$ cat config.mk
export PLATFORM = sky130hd
export DESIGN_NAME = ubutterfly_seq_ctrl
export DESIGN_NICKNAME = d
export VERILOG_FILES = /design/src/rtl/ubutterfly_seq_ctrl.sv
export SDC_FILE = /design/constraint.sdc
export NUM_CORES = 1
export LEC_CHECK = 0
export BUFFER_PORTS_ARGS = -buffer_cell sky130_fd_sc_hd__buf_2
export CAP_MARGIN = 0
export CORE_MARGIN = 3
export CORE_UTILIZATION = 30
export DETAILED_ROUTE_END_ITERATION = 12
export SLEW_MARGIN = 0
export SYNTH_ARGS = -nofsm -noshare
export SYNTH_HDL_FRONTEND = slang
export SYNTH_SLANG_ARGS = --single-unit
$ cat constraint.sdc
create_clock -name iClk -period 6.1 [get_ports iClk]
set_input_delay 1.83 -clock iClk [delete_from_list [all_inputs] [get_ports iClk]]
set_output_delay 1.83 -clock iClk [all_outputs]
set_load 0.05 [all_outputs]
$ cat src/rtl/ubutterfly_seq_ctrl.sv
// Stage sequencer for one time-shared unary butterfly: per index it loads twiddles,
// clears/loads/runs the butterfly for one bitstream period, counts ones, and hands off results.
module ubutterfly_seq_ctrl #(
  parameter int unsigned BITWIDTH = 8,
  parameter int unsigned NUM_BFLY = 4,
  parameter int unsigned IDX_W    = 2,
  parameter int unsigned PIPE_LAT = 2
) (
  input  logic                iClk,
  input  logic                iRstN,
  input  logic                iStart,
  input  logic                iAbort,
  output logic                oBusy,
  output logic [IDX_W-1:0]    oTwAddr,
  input  logic [BITWIDTH-1:0] iTwReal,
  input  logic [BITWIDTH-1:0] iTwImg,
  output logic [BITWIDTH-1:0] owReal,
  output logic [BITWIDTH-1:0] owImg,
  output logic                oClr,
  output logic                oLoadW,
  output logic                oEn,
  input  logic                iReal0,
  input  logic                iImg0,
  input  logic                iReal1,
  input  logic                iImg1,
  output logic [BITWIDTH:0]   oCntReal0,
  output logic [BITWIDTH:0]   oCntImg0,
  output logic [BITWIDTH:0]   oCntReal1,
  output logic [BITWIDTH:0]   oCntImg1,
  output logic [IDX_W-1:0]    oBflyIdx,
  output logic                oValid,
  input  logic                iReady,
  output logic                oStageDone
);

  localparam int unsigned RUN_LAST_I = (1 << BITWIDTH) + PIPE_LAT - 1;
  localparam int unsigned LAST_IDX_I = NUM_BFLY - 1;
  localparam logic [BITWIDTH:0]  RUN_LAST = RUN_LAST_I[BITWIDTH:0];
  localparam logic [BITWIDTH:0]  PL_C     = PIPE_LAT[BITWIDTH:0];
  localparam logic [IDX_W-1:0]   LAST_IDX = LAST_IDX_I[IDX_W-1:0];

  typedef enum logic [2:0] {S_IDLE, S_CLR, S_LOAD, S_RUN, S_DONE} state_t;

  state_t            state, state_n;
  logic [IDX_W-1:0]  idx;
  logic [BITWIDTH:0] cyc;
  logic              hs_next, hs_last, abort_act;

  always_comb begin
    state_n   = state;
    abort_act = (state != S_IDLE) && iAbort;
    hs_next   = 1'b0;
    hs_last   = 1'b0;
    oClr      = 1'b0;
    oLoadW    = 1'b0;
    oEn       = 1'b0;
    oValid    = 1'b0;
    oBusy     = (state != S_IDLE);
    case (state)
      S_IDLE: if (iStart) state_n = S_CLR;
      S_CLR: begin
        oClr    = 1'b1;
        state_n = S_LOAD;
      end
      S_LOAD: begin
        oLoadW  = 1'b1;
        state_n = S_RUN;
      end
      S_RUN: begin
        oEn = 1'b1;
        if (cyc == RUN_LAST) state_n = S_DONE;
      end
      S_DONE: begin
        oValid = 1'b1;
        if (iReady) begin
          if (idx == LAST_IDX) begin
            state_n = S_IDLE;
            hs_last = !iAbort;
          end else begin
            state_n = S_CLR;
            hs_next = !iAbort;
          end
        end
      end
      default: state_n = S_IDLE;
    endcase
    // Abort overrides everything, including a handshake in the same cycle
    if (abort_act) state_n = S_IDLE;
  end

  always_ff @(posedge iClk) begin
    if (!iRstN) begin
      state      <= S_IDLE;
      idx        <= '0;
      cyc        <= '0;
      owReal     <= '0;
      owImg      <= '0;
      oCntReal0  <= '0;
      oCntImg0   <= '0;
      oCntReal1  <= '0;
      oCntImg1   <= '0;
      oStageDone <= 1'b0;
    end else begin
      state      <= state_n;
      oStageDone <= hs_last;
      if (state == S_IDLE && iStart) idx <= '0;
      if (hs_next) idx <= idx + 1'b1;
      if (state == S_CLR) begin
        owReal    <= iTwReal;
        owImg     <= iTwImg;
        cyc       <= '0;
        oCntReal0 <= '0;
        oCntImg0  <= '0;
        oCntReal1 <= '0;
        oCntImg1  <= '0;
      end
      // Samples before PIPE_LAT are pipeline fill and are not counted
      if (state == S_RUN && !iAbort) begin
        cyc <= cyc + 1'b1;
        if (cyc >= PL_C) begin
          oCntReal0 <= oCntReal0 + {{BITWIDTH{1'b0}}, iReal0};
          oCntImg0  <= oCntImg0  + {{BITWIDTH{1'b0}}, iImg0};
          oCntReal1 <= oCntReal1 + {{BITWIDTH{1'b0}}, iReal1};
          oCntImg1  <= oCntImg1  + {{BITWIDTH{1'b0}}, iImg1};
        end
      end
    end
  end

  assign oTwAddr  = idx;
  assign oBflyIdx = idx;

endmodule

==> impl_metrics.toml, run 1 <==
[logic_synthesis]
synth_enable_flop_cells = 0
synth-seq-area-share = 0.411
syn_area_um2 = 3260
synth.ff_latch_count = 67
synth_fp_nets = 425
post_synth.cell_area_avg_um2 = 8.41
synth.lib_cells_used.distinct = 50
fraction_of_synthesis_flops_using_an_asynchronous_set_or_reset_pin = 0
synth-main-ff-cell = "sky130_fd_sc_hd__dfxtp_1"
postSynthCellCount = 388
synth.yosys.warnings = 0

[power]
power.static_leakage_nw = 1.61
pwr_density_cell_nw_per_um2 = 232
worst_ir_drop_on_vdd_v = 0.000102
report.power.total_mw = 0.910

[clock_tree]
postCtsHoldBufs = 0
cts_tree = "done"
cts_inserted_buffers = 9
clk-insertion-delay-late_ns = 0.35
total_setup_buffers_inserted_after_cts = 0
clockBufferDepth = 2
cts_max_level = 3
cts.clk_slew.worst_paths_ns = 0.07
ctsResizeCount = 0
cts.root.buffer_cell = "sky130_fd_sc_hd__clkbuf_8"
cts_sinks = 67

[timing]
totalNegativeSetupSlack_ns = 0
grt_setup_unrepaired = "false"
slew_violations = 0
worst_slack_ns = 1.67
timing.final.crit_share = 0.726
final_critical_period_ns = 4.43
tightest_slew_ns = 0.803
relSlewSlack = 0.462
fmax_mhz = 226
finClkSkew_ns = 0.00825
setup_viol = 0
finalHoldViolations = 0

[place]
dp_slack_ns = 2.00
port_buffers = 86
globalplace.congestion = 0.786
hpwlAfterDp_um = 5900

[cells_and_area]
register_cell_area_after_layout_um2 = 1340
areaGrowthSynthToFinish_pct = 20.2
layout_commonest_cell = "sky130_fd_sc_hd__buf_2"
layout_common_cells = "86 x sky130_fd_sc_hd__buf_2, 67 x sky130_fd_sc_hd__dfxtp_1, 59 x sky130_fd_sc_hd__nand2_1"
layout.nets = 498
filler_cell_count = 1117
antenna_fix_cells = 0
multi_input_area_um2 = 1720
layout_cell_share_with_drive_strength_beyond_1 = 0.252

[grt]
global_route.overflow_total = 0
grt_max_degree = 38
grt_antenna_before_repair = 0
grt_usage = 0.146
first_pass_grt_wire_length_um = 14000
first_global_vias = 2815

[worst_hold_path]
hold_depth = 2
min-delay-start = "owReal[6]"
whs_endpoint = "owReal[6]"
timing.hold.worst.class = "reg -> reg"

[worst_setup_path]
worst_reg2reg_endpoint = "cyc[3]"
critPathCaptureType = "output pin"
critPathLaunchType = "flop"
crit_required_ns = 4.27
critical_path.max_fanout = 34
ff2ff_setup_slack_ns = 3.36
worst_ep_arrival_time_ns = 2.60
worstReg2RegStart = "state[1]"
worst-r2r-cell-count = 5
path_class = "reg -> out"

[flow_run]
max_capacitance_violation_total = 0

[floorplan]
placeableCoreArea_um2 = 10500
floorplan.initialDensity = 0.312
dieHeight_um = 110
num_io_pins = 87
core.rowCount = 37
fp.dieArea_um2 = 12200
die_x_um = 110

[detailed_routing]
detail_route.wirelength_um = 8610
drt_first_iter_violations = 199
drc = 0
detail-route-antenna-nets = 0
route.detailed.vias_per_inst = 5.10
avgRoutedWirePerCell_um = 14.3
drt_pass1_iterations = 4
dr_total_vias = 3064

[status]
run_status = "finished, final reports clean"
[synth_stat cells, drive strengths merged, types with 2 or more instances]
cell type | count | area [um2]
buf | 17 | 90.1
nor4 | 6 | 37.5
nand2 | 60 | 228
or4 | 6 | 48.8
nand4 | 27 | 169
o311ai | 2 | 17.5
and4 | 2 | 17.5
a21oi | 30 | 150
or2 | 3 | 18.8
ha | 12 | 150
nor3 | 7 | 46.3
o41ai | 3 | 26.3
and3 | 4 | 27.5
nand3b | 2 | 15.0
nor2 | 17 | 63.8
nand2b | 10 | 62.6
a22oi | 3 | 22.5
o31ai | 6 | 45.0
o21ai | 19 | 98.8
clkinv | 2 | 7.51
nand3 | 22 | 110
clkbuf | 11 | 81.3
nor3b | 3 | 22.5
dfxtp | 67 | 1340
o2111ai | 2 | 17.5
mux2i | 10 | 100
or3 | 10 | 62.6
inv | 5 | 18.8
a31oi | 2 | 12.5
o211ai | 8 | 60.1
[layer usage]
metal | track usage | part of all wire
met1 | 0.198 | 0.48
met2 | 0.221 | 0.44
met3 | 0.0390 | 0.066
met4 | 0.0580 | 0.014
met5 | 0 | 0
[critical path, cell delays in order (launching register included)]
cell	delay (ns)
sky130_fd_sc_hd__dfxtp_1	0.49
sky130_fd_sc_hd__or3b_2	0.67
sky130_fd_sc_hd__clkinv_1	0.67
sky130_fd_sc_hd__buf_2	0.41
[sequential cells by signal, summed over array words and instances, names as in the netlist]
name	count
state	3
oCntImg1	9
oStageDone	1
oCntReal0	9
oCntReal1	9
oBflyIdx	2
owReal	8
cyc	9
oCntImg0	9
owImg	8
[stage by stage]
stage,utilization,cells,instance area (um2),hold WS (ns)
6_report,0.375,601,3920,0.453
5_1_grt,0.375,601,3920,0.474
4_1_cts,0.375,601,3920,0.453
3_5_place_dp,0.356,586,3720,0.443
3_3_place_gp,0.356,586,3720,0.444
2_1_floorplan,-,388,3260,0.446
[logic make-up after synthesis]
group | share of synthesized area
fa+ha+maj | 0.0460
compound gates | 0.149
buf+inv | 0.0606
simple gates | 0.299
flops | 0.411
mux | 0.0341
[how the worst max path moves through the flow]
stage	startpoint	end	slack (ns)
floorplan	state[2]	oValid	2.49
global placement	state[1]	oClr	2.09
detailed placement	state[1]	oClr	2.00
CTS	state[1]	oClr	1.62
global route	state[1]	oClr	1.40
finish	state[1]	oClr	1.67
[power breakdown]
part | internal, mW | total, mW | switching [mW]
logic | 0.0204 | 0.0818 | 0.0614
registers | 0.444 | 0.448 | 0.00467
clock network | 0.208 | 0.380 | 0.172
[cell type report]
class,instances,area share
inverters,7,0.00670
flip-flops and latches,67,0.342
repair buffers,90,0.117
clock buffers,11,0.0386
clock inverters,4,0.0128
well taps,136,0.0434
multi-input cells,286,0.439
Power figures use the tool's default switching activity.
==> run 2, diff against run 1 <==
==> constraint.sdc (replaced) <==
create_clock -name iClk -period 3.8 [get_ports iClk]
set_input_delay 1.14 -clock iClk [delete_from_list [all_inputs] [get_ports iClk]]
set_output_delay 1.14 -clock iClk [all_outputs]
set_load 0.05 [all_outputs]
==> run 2 against run 1 <==
First-iteration DRC count decreased by 29%. Register-to-register slack got worse by 1.9 ns. Sequential share of layout area down 0.18 points. Sequential power increased by 61%. Critical path type unchanged. Combinational power rose by 65%. Worst setup slack got worse by 1.0 ns. Critical endpoint unchanged. Die area unchanged.
==> impl_metrics.toml, run 2 (same netlist as run 1, synthesis figures left out) <==
[clock_tree]
ctsResizeCount = 0
cts.clk_slew.worst_paths_ns = 0.08
cts_sinks = 67
cts.root.buffer_cell = "sky130_fd_sc_hd__clkbuf_8"
cts_max_level = 3
clockBufferDepth = 2
total_setup_buffers_inserted_after_cts = 0
clk-insertion-delay-late_ns = 0.34
postCtsHoldBufs = 0
cts_tree = "done"
cts_inserted_buffers = 9

[grt]
first_pass_grt_wire_length_um = 14700
grt_usage = 0.153
grt_antenna_before_repair = 0
grt_max_degree = 37
first_global_vias = 2994
global_route.overflow_total = 0

[timing]
slew_violations = 0
hold_ws_ns = 0.459
finalHoldViolations = 0
finClkSkew_ns = 0.0159
relSlewSlack = 0.529
tightest_slew_ns = 0.705
timing.final.crit_share = 0.836
grt_setup_unrepaired = "false"
fmax_mhz = 315
totalNegativeSetupSlack_ns = 0
setup_viol = 0
final_critical_period_ns = 3.18

[worst_hold_path]
hold_depth = 2
min-delay-start = "owImg[6]"
whs_endpoint = "owImg[6]"
timing.hold.worst.class = "reg -> reg"

[floorplan]
fp.dieArea_um2 = 12200
placeableCoreArea_um2 = 10500
core.rowCount = 37
die_x_um = 110
floorplan.initialDensity = 0.312
dieHeight_um = 110
num_io_pins = 87

[flow_run]
max_capacitance_violation_total = 0

[power]
power.static_leakage_nw = 1.63
worst_ir_drop_on_vdd_v = 0.000200
pwr_density_cell_nw_per_um2 = 371
report.power.total_mw = 1.46

[worst_setup_path]
path_class = "reg -> out"
critPathCaptureType = "output pin"
worstReg2RegStart = "cyc[0]"
worst_reg2reg_endpoint = "oCntImg0[0]"
worst_ep_arrival_time_ns = 2.04
worst-r2r-cell-count = 7
critical_path.max_fanout = 19
ff2ff_setup_slack_ns = 1.45
crit_required_ns = 2.66
critPathLaunchType = "flop"

[detailed_routing]
dr_total_vias = 3191
drt_first_iter_violations = 142
drt_pass1_iterations = 4
detail-route-antenna-nets = 0
topRoutingLayerUsed = "met4"
route.detailed.vias_per_inst = 5.27
dr_wl_met2_um = 3860
detail_route.wirelength_um = 8790
detail_route.wirelength.met1_um = 4150
route.met3.wl_um = 630
avgRoutedWirePerCell_um = 14.5
drc = 0

[cells_and_area]
areaGrowthSynthToFinish_pct = 20.9
multi_input_area_um2 = 1720
layout_common_cells = "86 x sky130_fd_sc_hd__buf_2, 67 x sky130_fd_sc_hd__dfxtp_1, 59 x sky130_fd_sc_hd__nand2_1"
layout.nets = 501
register_cell_area_after_layout_um2 = 1340
final-instance-count-excl-fill = 605
antenna_fix_cells = 0
filler_cell_count = 1123
layout_commonest_cell = "sky130_fd_sc_hd__buf_2"
layout_cell_share_with_drive_strength_beyond_1 = 0.258

[place]
port_buffers = 86
globalplace.congestion = 0.781
hpwlAfterDp_um = 6070
post-place-cells = 589

[status]
run_status = "finished, final reports clean"
## run 2: cell count changes in the layout (fill, tap and decap cells not counted), sizes merged
cell | previous run | this run
clkinv | 3 | 4
buf | 90 | 93
clkbuf | 11 | 9
inv | 5 | 7
## run 2: critical path, stage by stage, from the launching register on
cell	delay, ns
sky130_fd_sc_hd__dfxtp_1	0.49
sky130_fd_sc_hd__or3b_2	0.50
sky130_fd_sc_hd__clkinv_1	0.35
sky130_fd_sc_hd__buf_2	0.35
## run 2: final cells by class
class | instances | area share
Multi-Input combinational cell | 286 | 0.437
Inverter | 7 | 0.00666
Clock inverter | 7 | 0.0193
Clock buffer | 9 | 0.0314
Tap cell | 136 | 0.0431
Timing Repair Buffer | 93 | 0.122
Sequential cell | 67 | 0.340
## run 2: stage by stage
stage | setup slack (ns) | utilization | cell area [um2]
after floorplan | 0.880 | - | 3260
after global placement | 0.858 | 0.358 | 3740
after detailed placement | 0.827 | 0.358 | 3740
after CTS | 0.616 | 0.377 | 3950
after global routing | 0.528 | 0.377 | 3950
final | 0.625 | 0.377 | 3950
## run 2: routing by layer
| metal | vias to the layer above | GRT usage |
|---|---|---|
| met2 | 101 | 0.228 |
| met1 | 1497 | 0.212 |
| met3 | 13 | 0.0355 |
| met4 | 0 | 0.0607 |
| li1 | 1580 | - |
| met5 | - | 0 |
## run 2: power breakdown
group	internal [mW]	switching [mW]	total, mW
Clock	0.308	0.302	0.609
Sequential	0.712	0.00772	0.720
Combinational	0.0340	0.101	0.135
Total	1.05	0.410	1.46
## run 2: worst max-delay path by stage
stage	start	to	slack [ns]	depth (start not counted)
after global placement	iAbort	oCntReal0[5]	0.86	5
after floorplan	state[2]	oValid	0.88	2
after detailed placement	iAbort	oCntReal0[5]	0.83	5
after CTS	state[0]	oClr	0.62	3
final	state[0]	oClr	0.62	3
after global routing	state[0]	oClr	0.53	3
==> run 3, diff against run 2 <==
==> constraint.sdc (replaced) <==
create_clock -name iClk -period 3.2 [get_ports iClk]
set_input_delay 0.96 -clock iClk [delete_from_list [all_inputs] [get_ports iClk]]
set_output_delay 0.96 -clock iClk [all_outputs]
set_load 0.05 [all_outputs]
==> run 3 against run 2 <==
Sequential cell count is the same. Cell area grew 1.1%. Largest power group unchanged. Hold slack lost 0.0030 ns. Highest routed layer unchanged.
==> impl_metrics.toml, run 3 (same netlist as run 1, synthesis figures left out) <==
[cells_and_area]
filler_cell_count = 1108
final_core_utilization = 0.381
layout.nets = 504
areaGrowthSynthToFinish_pct = 22.3
multi_input_area_um2 = 1720
layout_common_cells = "86 x sky130_fd_sc_hd__buf_2, 67 x sky130_fd_sc_hd__dfxtp_1, 59 x sky130_fd_sc_hd__nand2_1"
layout_commonest_cell = "sky130_fd_sc_hd__buf_2"
register_cell_area_after_layout_um2 = 1340
antenna_fix_cells = 0
layout_cell_share_with_drive_strength_beyond_1 = 0.263

[worst_setup_path]
critPathCaptureType = "output pin"
cp.depth = 3
cpPeakStageDelay_ns = 0.52
critPathTopFamily = "simple AND/OR/NAND/NOR gates"
worstReg2RegStart = "cyc[0]"
worst_reg2reg_endpoint = "oCntImg1[5]"
worst_ep_arrival_time_ns = 1.71
crit_chain = "or3b_2 -> clkinv_1 -> buf_2"
critical_path.slowest_cell = "sky130_fd_sc_hd__or3b_2"
path_class = "reg -> out"
crit_required_ns = 2.24
timing.critical_path.buf_inv = 2
critPathLaunchType = "flop"
ff2ff_setup_slack_ns = 1.00
worstSetupStartpoint = "state[0]"
critical_path.max_fanout = 10
worst-r2r-cell-count = 6
crit_end = "oClr"

[clock_tree]
postCtsHoldBufs = 0
clk-insertion-delay-late_ns = 0.35
cts_max_level = 3
cts_inserted_buffers = 9
ctsResizeCount = 0
clockBufferDepth = 2
cts_sinks = 67
cts_tree = "done"
total_setup_buffers_inserted_after_cts = 0
cts.root.buffer_cell = "sky130_fd_sc_hd__clkbuf_8"
cts.clk_slew.worst_paths_ns = 0.08

[power]
power.static_leakage_nw = 1.65
clockPowerShare = 0.441
net_switching_component_of_the_power_mw = 0.487
pwr_density_cell_nw_per_um2 = 456
power.share.sequential = 0.470
internal_power_mw = 1.33
switching_part_of_the_total_power = 0.268
worst_ir_drop_on_vdd_v = 0.000214
p_comb_frac = 0.089

[detailed_routing]
detail_route.wirelength_um = 8760
detail-route-antenna-nets = 0
dr_total_vias = 3187
avgRoutedWirePerCell_um = 14.4
route.detailed.vias_per_inst = 5.24
drt_pass1_iterations = 4
drt_first_iter_violations = 159
drc = 0

[timing]
setup_viol = 0
finalHoldViolations = 0
fmax_mhz = 374
tightest_slew_ns = 0.615
totalNegativeSetupSlack_ns = 0
timing.final.crit_share = 0.835
final_critical_period_ns = 2.67
relSlewSlack = 0.590
finClkSkew_ns = 0.0158
grt_setup_unrepaired = "false"
slew_violations = 0

[grt]
grt_max_degree = 37
first_pass_grt_wire_length_um = 14200
global_route.overflow_total = 0
grt_use_met1 = 0.201
grt_usage = 0.150
grt.busiest_layer = "met2"
met2_usage = 0.232
first_global_vias = 2883
grt_util_met3 = 0.0373
grt_antenna_before_repair = 0

[status]
run_status = "finished, final reports clean"

[floorplan]
core.rowCount = 37
die_x_um = 110
dieHeight_um = 110
num_io_pins = 87
floorplan.initialDensity = 0.312
placeableCoreArea_um2 = 10500
fp.dieArea_um2 = 12200

[place]
globalplace.congestion = 0.816
port_buffers = 86
hpwlAfterDp_um = 6060

[flow_run]
max_capacitance_violation_total = 0

[worst_hold_path]
timing.hold.worst.class = "reg -> reg"
## run 3: power by group through the flow
stage | Combinational, mW | Clock (mW) | Sequential (mW)
after floorplan | 0.0781 | 0 | 0.909
after global placement | 0.162 | 0 | 0.873
after detailed placement | 0.164 | 0 | 0.873
after CTS | 0.164 | 0.829 | 0.854
after global routing | 0.179 | 0.864 | 0.856
final | 0.162 | 0.802 | 0.855
## run 3: cell type report
type,instances,share of cell area
timing repair buffer,96,0.127
inverter,7,0.00659
clock inverter,7,0.0248
clock buffer,9,0.0310
sequential,67,0.336
multi-input combinational,286,0.432
tap,136,0.0426
## run 3: routing by layer
| layer | up-vias | wire length, um |
|---|---|---|
| met5 | - | 0 |
| met4 | 0 | 127 |
| met3 | 10 | 661 |
| met2 | 98 | 3940 |
| met1 | 1497 | 4020 |
| li1 | 1582 | - |
## run 3: worst min path at each step
stage,from,endpoint,slack [ns],depth (start not counted)
2_1_floorplan,cyc[7],cyc[7],0.45,1
3_3_place_gp,owReal[4],owReal[4],0.44,2
3_5_place_dp,owReal[5],owReal[5],0.45,2
4_1_cts,owReal[5],owReal[5],0.46,2
5_1_grt,owReal[1],owReal[1],0.48,2
6_report,owReal[5],owReal[5],0.46,2
## run 3: metrics by stage
stage	hold slack, ns	setup WS (ns)	power, mW	area [um2]	instances
final	0.456	0.529	1.82	3990	608
after global routing	0.482	0.360	1.90	3990	608
after CTS	0.459	0.512	1.85	3990	608
after detailed placement	0.448	0.477	1.04	3770	592
after global placement	0.439	0.514	1.04	3770	592
after floorplan	0.446	0.460	0.987	3260	388
## run 3: worst min-delay path, stage by stage, from the launching register on
cell and delay [ns]:
sky130_fd_sc_hd__dfxtp_1 0.31, sky130_fd_sc_hd__nand2_1 0.05, sky130_fd_sc_hd__a21oi_1 0.05
